File: config.mk
export PLATFORM = sky130hd
export DESIGN_NAME = mem_responder_flat
export DESIGN_NICKNAME = d
export VERILOG_FILES = /design/src/rtl/mem_pkg.sv /design/src/rtl/mem_responder_if.sv /design/src/rtl/mem_array.sv /design/src/rtl/mem_responder.sv /design/src/flat_wrapper.sv
export SDC_FILE = /design/constraint.sdc
export NUM_CORES = 1
export LEC_CHECK = 0
export CORE_UTILIZATION = 60
export DETAILED_ROUTE_END_ITERATION = 10
export PLACE_DENSITY = 0.78
export SLEW_MARGIN = 10
export SYNTH_ARGS = -nofsm -noshare
export SYNTH_HDL_FRONTEND = slang
export SYNTH_SLANG_ARGS = --single-unit
File: constraint.sdc
create_clock -name clk_i -period 2.3 [get_ports clk_i]
set_input_delay 0.575 -clock clk_i [delete_from_list [all_inputs] [get_ports clk_i]]
set_output_delay 0.575 -clock clk_i [all_outputs]
set_load 0.005 [all_outputs]
File: src/rtl/mem_pkg.sv
// Shared types and sizing for the memory responder block.
// Latency: none, declarations only.
// Backpressure: not applicable.
`ifndef WIDTH
`define WIDTH 16
`endif
`ifndef ADDR_WIDTH
`define ADDR_WIDTH 4
`endif

package mem_pkg;

    // Kept aligned with the `WIDTH / `ADDR_WIDTH defines used by the bench side.
    localparam int WIDTH      = `WIDTH;
    localparam int ADDR_WIDTH = `ADDR_WIDTH;
    localparam int DEPTH      = 1 << ADDR_WIDTH;

    typedef enum logic [1:0] {
        IDLE = 2'd0,
        WAIT = 2'd1,
        RESP = 2'd2
    } mem_state_e;

    // Request as captured on the accept edge; held until completion.
    typedef struct packed {
        logic                  wr_rd;
        logic [ADDR_WIDTH-1:0] addr;
        logic [WIDTH-1:0]      wdata;
    } mem_req_t;

endpackage

File: src/rtl/mem_responder_if.sv
// Request/response bundle between an initiator and the memory responder.
// Latency: none, wiring only.
// Backpressure: initiator holds off new requests until the ready_o pulse.
interface mem_responder_if
    import mem_pkg::*;
#(
    parameter int WIDTH      = mem_pkg::WIDTH,
    parameter int ADDR_WIDTH = mem_pkg::ADDR_WIDTH
) ();

    logic                  valid_i;
    logic                  wr_rd_i;
    logic [WIDTH-1:0]      wdata_i;
    logic [ADDR_WIDTH-1:0] addr_i;
    logic [WIDTH-1:0]      rdata_o;
    logic                  ready_o;

    modport master (
        output valid_i, wr_rd_i, wdata_i, addr_i,
        input  rdata_o, ready_o
    );

    modport slave (
        input  valid_i, wr_rd_i, wdata_i, addr_i,
        output rdata_o, ready_o
    );

endinterface

File: src/rtl/mem_array.sv
// DEPTH x WIDTH storage, one write port and one registered read port, async clear.
// Latency: write lands on the edge; read data appears on the edge it is requested.
// Backpressure: none, every enabled access completes on its edge.
module mem_array
    import mem_pkg::*;
(
    input  logic                  clk_i,
    input  logic                  rst_i,
    input  logic                  we_i,
    input  logic [ADDR_WIDTH-1:0] waddr_i,
    input  logic [WIDTH-1:0]      wdata_i,
    input  logic                  re_i,
    input  logic [ADDR_WIDTH-1:0] raddr_i,
    output logic [WIDTH-1:0]      rdata_o
);

    logic [WIDTH-1:0] mem_q [DEPTH];
    logic [WIDTH-1:0] mem_d [DEPTH];
    logic [WIDTH-1:0] rdata_q;
    logic [WIDTH-1:0] rdata_d;

    // Next storage contents and read register; read data holds when not reading.
    always_comb begin
        mem_d   = mem_q;
        rdata_d = rdata_q;
        if (we_i) begin
            mem_d[waddr_i] = wdata_i;
        end
        if (re_i) begin
            rdata_d = mem_q[raddr_i];
        end
    end

    // Storage and read register, cleared as a whole by reset.
    always_ff @(posedge clk_i or negedge rst_i) begin
        if (!rst_i) begin
            for (int i = 0; i < DEPTH; i++) begin
                mem_q[i] <= '0;
            end
            rdata_q <= '0;
        end else begin
            mem_q   <= mem_d;
            rdata_q <= rdata_d;
        end
    end

    assign rdata_o = rdata_q;

endmodule

File: src/rtl/mem_responder.sv
// Memory-side responder: one request at a time, fixed per-direction latency, one-cycle ready_o.
// Latency: ready_o high in the cycle after accept edge + WR_LATENCY / RD_LATENCY.
// Backpressure: requests are only taken in IDLE; inputs are ignored while a request is in flight.
module mem_responder
    import mem_pkg::*;
#(
    parameter int WIDTH      = mem_pkg::WIDTH,
    parameter int ADDR_WIDTH = mem_pkg::ADDR_WIDTH,
    parameter int WR_LATENCY = 1,
    parameter int RD_LATENCY = 2
) (
    input  logic            clk_i,
    input  logic            rst_i,
    mem_responder_if.slave  bus
);

    localparam int MAX_LAT = (WR_LATENCY > RD_LATENCY) ? WR_LATENCY : RD_LATENCY;
    localparam int CNT_W   = $clog2(MAX_LAT + 1);

    localparam logic [CNT_W-1:0] WR_CNT = CNT_W'(WR_LATENCY - 1);
    localparam logic [CNT_W-1:0] RD_CNT = CNT_W'(RD_LATENCY - 1);
    localparam logic [CNT_W-1:0] CNT_ONE = CNT_W'(1);

    if (WR_LATENCY < 1 || RD_LATENCY < 1) begin : g_bad_latency
        $fatal(1, "mem_responder: WR_LATENCY and RD_LATENCY must both be >= 1");
    end

    // The captured request struct is sized from the package; the two must agree.
    if (WIDTH != mem_pkg::WIDTH || ADDR_WIDTH != mem_pkg::ADDR_WIDTH) begin : g_bad_width
        $fatal(1, "mem_responder: WIDTH/ADDR_WIDTH must match mem_pkg");
    end

    mem_state_e       state_q, state_d;
    logic [CNT_W-1:0] cnt_q,   cnt_d;
    mem_req_t         req_q,   req_d;
    logic             ready_q, ready_d;

    logic             mem_we;
    logic             mem_re;
    logic [WIDTH-1:0] arr_rdata;

    // Next-state, counter, capture and completion strobes. RESP is the cycle
    // before the pulse: leaving it performs the access and raises ready_o.
    always_comb begin
        state_d = state_q;
        cnt_d   = cnt_q;
        req_d   = req_q;
        ready_d = 1'b0;
        mem_we  = 1'b0;
        mem_re  = 1'b0;
        case (state_q)
            IDLE: begin
                if (bus.valid_i) begin
                    req_d.wr_rd = bus.wr_rd_i;
                    req_d.addr  = bus.addr_i;
                    req_d.wdata = bus.wdata_i;
                    if (bus.wr_rd_i) begin
                        cnt_d   = WR_CNT;
                        state_d = (WR_LATENCY == 1) ? RESP : WAIT;
                    end else begin
                        cnt_d   = RD_CNT;
                        state_d = (RD_LATENCY == 1) ? RESP : WAIT;
                    end
                end
            end
            WAIT: begin
                cnt_d = cnt_q - CNT_ONE;
                if (cnt_q == CNT_ONE) begin
                    state_d = RESP;
                end
            end
            RESP: begin
                ready_d = 1'b1;
                mem_we  = req_q.wr_rd;
                mem_re  = !req_q.wr_rd;
                cnt_d   = '0;
                state_d = IDLE;
            end
            default: begin
                state_d = IDLE;
            end
        endcase
    end

    // FSM, counter, captured request and ready pulse registers.
    always_ff @(posedge clk_i or negedge rst_i) begin
        if (!rst_i) begin
            state_q <= IDLE;
            cnt_q   <= '0;
            req_q   <= '0;
            ready_q <= 1'b0;
        end else begin
            state_q <= state_d;
            cnt_q   <= cnt_d;
            req_q   <= req_d;
            ready_q <= ready_d;
        end
    end

    mem_array u_array (
        .clk_i   (clk_i),
        .rst_i   (rst_i),
        .we_i    (mem_we),
        .waddr_i (req_q.addr),
        .wdata_i (req_q.wdata),
        .re_i    (mem_re),
        .raddr_i (req_q.addr),
        .rdata_o (arr_rdata)
    );

    assign bus.ready_o = ready_q;
    assign bus.rdata_o = arr_rdata;

endmodule

File: src/flat_wrapper.sv
// flat-port wrapper written by rule: the top's interface ports become plain ports
module mem_responder_flat import mem_pkg::*;
#(
    parameter int WIDTH      = mem_pkg::WIDTH,
    parameter int ADDR_WIDTH = mem_pkg::ADDR_WIDTH,
    parameter int WR_LATENCY = 1,
    parameter int RD_LATENCY = 2
)
  (clk_i, rst_i, bus_valid_i, bus_wr_rd_i, bus_wdata_i, bus_addr_i, bus_rdata_o, bus_ready_o);
  mem_responder_if #(.WIDTH(WIDTH), .ADDR_WIDTH(ADDR_WIDTH)) bus_i ();
  input  logic clk_i;
  input  logic rst_i;
  input wire logic [$bits(bus_i.valid_i)-1:0] bus_valid_i;
  input wire logic [$bits(bus_i.wr_rd_i)-1:0] bus_wr_rd_i;
  input wire logic [$bits(bus_i.wdata_i)-1:0] bus_wdata_i;
  input wire logic [$bits(bus_i.addr_i)-1:0] bus_addr_i;
  output wire logic [$bits(bus_i.rdata_o)-1:0] bus_rdata_o;
  output wire logic [$bits(bus_i.ready_o)-1:0] bus_ready_o;
  assign bus_i.valid_i = bus_valid_i;
  assign bus_i.wr_rd_i = bus_wr_rd_i;
  assign bus_i.wdata_i = bus_wdata_i;
  assign bus_i.addr_i = bus_addr_i;
  assign bus_rdata_o = bus_i.rdata_o;
  assign bus_ready_o = bus_i.ready_o;
  mem_responder #(.WIDTH(WIDTH), .ADDR_WIDTH(ADDR_WIDTH), .WR_LATENCY(WR_LATENCY), .RD_LATENCY(RD_LATENCY)) u_core (.clk_i(clk_i), .rst_i(rst_i), .bus(bus_i));
endmodule
==> impl_metrics.tcl <==
set metrics [dict create \
    p_leak_nw 7.12 \
    clkPwrFrac 0.233 \
    cp-start-kind "flop" \
    synth_area_sq_um 13400 \
    p_sw_mw 6.94 \
    hold_viol 2 \
    swShare 0.333 \
    synth.distinct_cells 39 \
    die_area_sq_um 23000 \
    postCtsSetupRepairBufs 0 \
    ant_nets 0 \
    io_buffers 40 \
    io_pins 41 \
    peakVddDrop_mv 0.897 \
    critPathKind "reg -> reg" \
    fmax_mhz 472 \
    die_y_um 152 \
    firstDrtPassIters 4 \
    grt_max_degree 69 \
    ys_ff_latch 298 \
    critPathMaxStageDelay_ns 0.57 \
    finalNetCount 1015 \
    cts_root_buffer "clkbuf_16" \
    met2_wirelength_um 13600 \
    final_util 0.701 \
    cts-resized-gates 0 \
    path_depth 6 \
    viasPerCell 6.15 \
    skew_ns 0.0138 \
    cts_inserted_buffers 30 \
    gp_congestion 0.796 \
    holdWs_ns -0.00451 \
    worst-path-buf-inv 2 \
    cp_max_fo 13 \
    crit_arrival_ns 2.55 \
    rsz0062_at_grt "no" \
    antennaDiodeCount 0 \
    hpwl_um 18400 \
    crit_family "simple AND/OR/NAND/NOR gates" \
    dr_wl_met3_um 1360 \
    reg2regPathDepth 6 \
    setup-tns-final_ns 0 \
    cts.reportedPaths.clkPinSlew_ns 0.07 \
    wl_met1_um 13000 \
    drt_iter0_markers 445 \
    wl_per_cell_um 22.0 \
    status "complete, but fails checks" \
    syn_inst 932 \
    cp-end-kind "flop" \
    htree_levels 1 \
    combPwrFrac 0.324 \
    cp.required_ns 2.73 \
    initial_core_util 0.614 \
    p_int_mw 13.9 \
    powerDensity_nw_per_um2 1360 \
    top_layer_used "met4" \
    cts_sinks 298 \
    die_w_um 152 \
    setup_viol 0 \
    ys_seq_area_frac 0.555 \
    path_cells "inv_1 -> ha_1 -> nand2_4 -> or4_1 -> buf_4 -> mux2_2" \
    row_count 54 \
    first_global_vias 8248 \
    power_frac_seq 0.444 \
    cts_tree "built" \
    regToRegSetupSlack_ns 0.18 \
    violations "hold timing" \
    fin_crit_ns 2.12 \
    grt_first_pass_wirelength_um 46000 \
    drv_slew 0 \
    area.growth.synth_to_final_pct 14.3 \
    synthTopCellsByArea "dfrtp_1 (56%), mux2_2 (23%), mux2i_1 (7.2%)" \
    vias 7910 \
    hold_path_class "in -> async" \
    core_sq_um 21900 \
    min_period_over_period 0.922 \
    yosys_warnings 0 \
    drc 0 \
    worstSkewPairLatency_ns 0.55 \
    layout_setup_ws_ns 0.180 \
    slew_headroom 0.507 \
    worst_pin_slew_ns 0.739 \
    gr-usage-all-layers 0.263 \
    clk_path_buf_depth 3 \
    fill_cells 1508 \
    cp_slowest_cell "or4_1" \
    synth_top_area_share 0.555 \
    syn-mean-instance-area_sq_um 14.4 \
    drive_gt1_frac 0.414 \
    wirelength_um 28400 \
    ctsHoldBuffers 0 \
    max_cap_viol_count 0 \
    syn_nets 962 \
    grt.overflow.total 0 \
    power_mw 20.8 \
    synth_top_cell_by_area "dfrtp_1" \
    pre_cts_ws_ns 0.223 \
    antenna_found_initial 1 \
]
-- logic make-up after synthesis --
group / count (synthesis) / share of synthesized area
fa+ha+maj: 6 / 0.00559
flops: 298 / 0.555
mux: 389 / 0.331
buf+inv: 78 / 0.0343
compound gates: 88 / 0.0424
simple gates: 73 / 0.0319
-- path summary, 6_finish.rpt --
kind	startpoint	end
max reg2reg	u_core.state_q[0]$_DFFE_PN0P_	u_core.u_array.mem_q[123]$_DFFE_PN0P_
min	rst_i	u_core.u_array.mem_q[20]$_DFFE_PN0P_
min in group clk_i	u_core.u_array.mem_q[227]$_DFFE_PN0P_	u_core.u_array.mem_q[227]$_DFFE_PN0P_
max	u_core.state_q[0]$_DFFE_PN0P_	u_core.u_array.mem_q[123]$_DFFE_PN0P_
min reg2reg	u_core.u_array.mem_q[227]$_DFFE_PN0P_	u_core.u_array.mem_q[227]$_DFFE_PN0P_
max in group asynchronous	rst_i	u_core.u_array.mem_q[203]$_DFFE_PN0P_
-- routing by layer --
metal,GRT usage,vias up
met5,0,-
met4,0.0550,0
met3,0.0395,33
met2,0.424,148
met1,0.380,4221
li1,-,3508
-- placed cells by master (no fill, tap or decap), types with 7 or more instances in the layout --
cell / count
o22ai_1: 33
a221oi_1: 16
clkinv_2: 7
a31oi_1: 17
mux2_2: 276
clkbuf_1: 7
clkdlybuf4s50_1: 39
mux4_2: 16
clkbuf_16: 31
buf_4: 38
nor2_1: 37
mux2i_1: 96
nor2_2: 9
dfrtp_1: 296
o21ai_0: 17
buf_12: 16
-- cell usage after synthesis, drive strengths merged --
library cell and number:
mux2 277, nor2b 4, clkbuf 29, a21oi 3
a22o 1, nor2 46, nand2 4, a221oi 16
nor3 2, or3b 1, mux4 16, nand2b 3
o21ai 17, nand4 3, mux2i 96, a211oi 1
buf 44, dfrtp 298, nand3b 2, o22ai 33
nor4 1, nand3 4, and2 1, or4 2
a31oi 17, inv 5, ha 6
-- per-stage QoR --
step	hold slack, ns	instance area, sq um	std cells
final	-0.00451	15300	1287
after global routing	0.0312	15300	1287
after CTS	0.0232	15300	1287
after detailed placement	0.492	14400	1233
after global placement	0.482	14400	1233
after floorplan	0.279	13400	932
-- state kept, by name (all words and copies together) (netlist names) --
name,flops
u_core.u_array.rdata_o,16
u_core.state_q,2
u_core.u_array.mem_q,256
u_core.req_q,21
u_core.bus.ready_o,1
u_core.cnt_q,2
-- power groups by stage --
stage / Combinational (mW) / Sequential, mW / Clock, mW
CTS: 6.79 / 9.20 / 4.94
global placement: 6.59 / 9.16 / 0
detailed placement: 6.73 / 9.28 / 0
floorplan: 5.46 / 8.25 / 0
finish: 6.74 / 9.24 / 4.85
global route: 7.32 / 9.55 / 5.13
-- area by class of cell --
type,count,area [sq um],share of cell area
sequential,298,7460,0.486
multi-input combinational,556,5520,0.360
timing repair buffer,94,1010,0.0659
clock buffer,44,885,0.0576
tap,280,350,0.0228
clock inverter,10,103,0.00668
inverter,5,18.8,0.00122
Note: power is estimated with default switching activity, not from simulation.
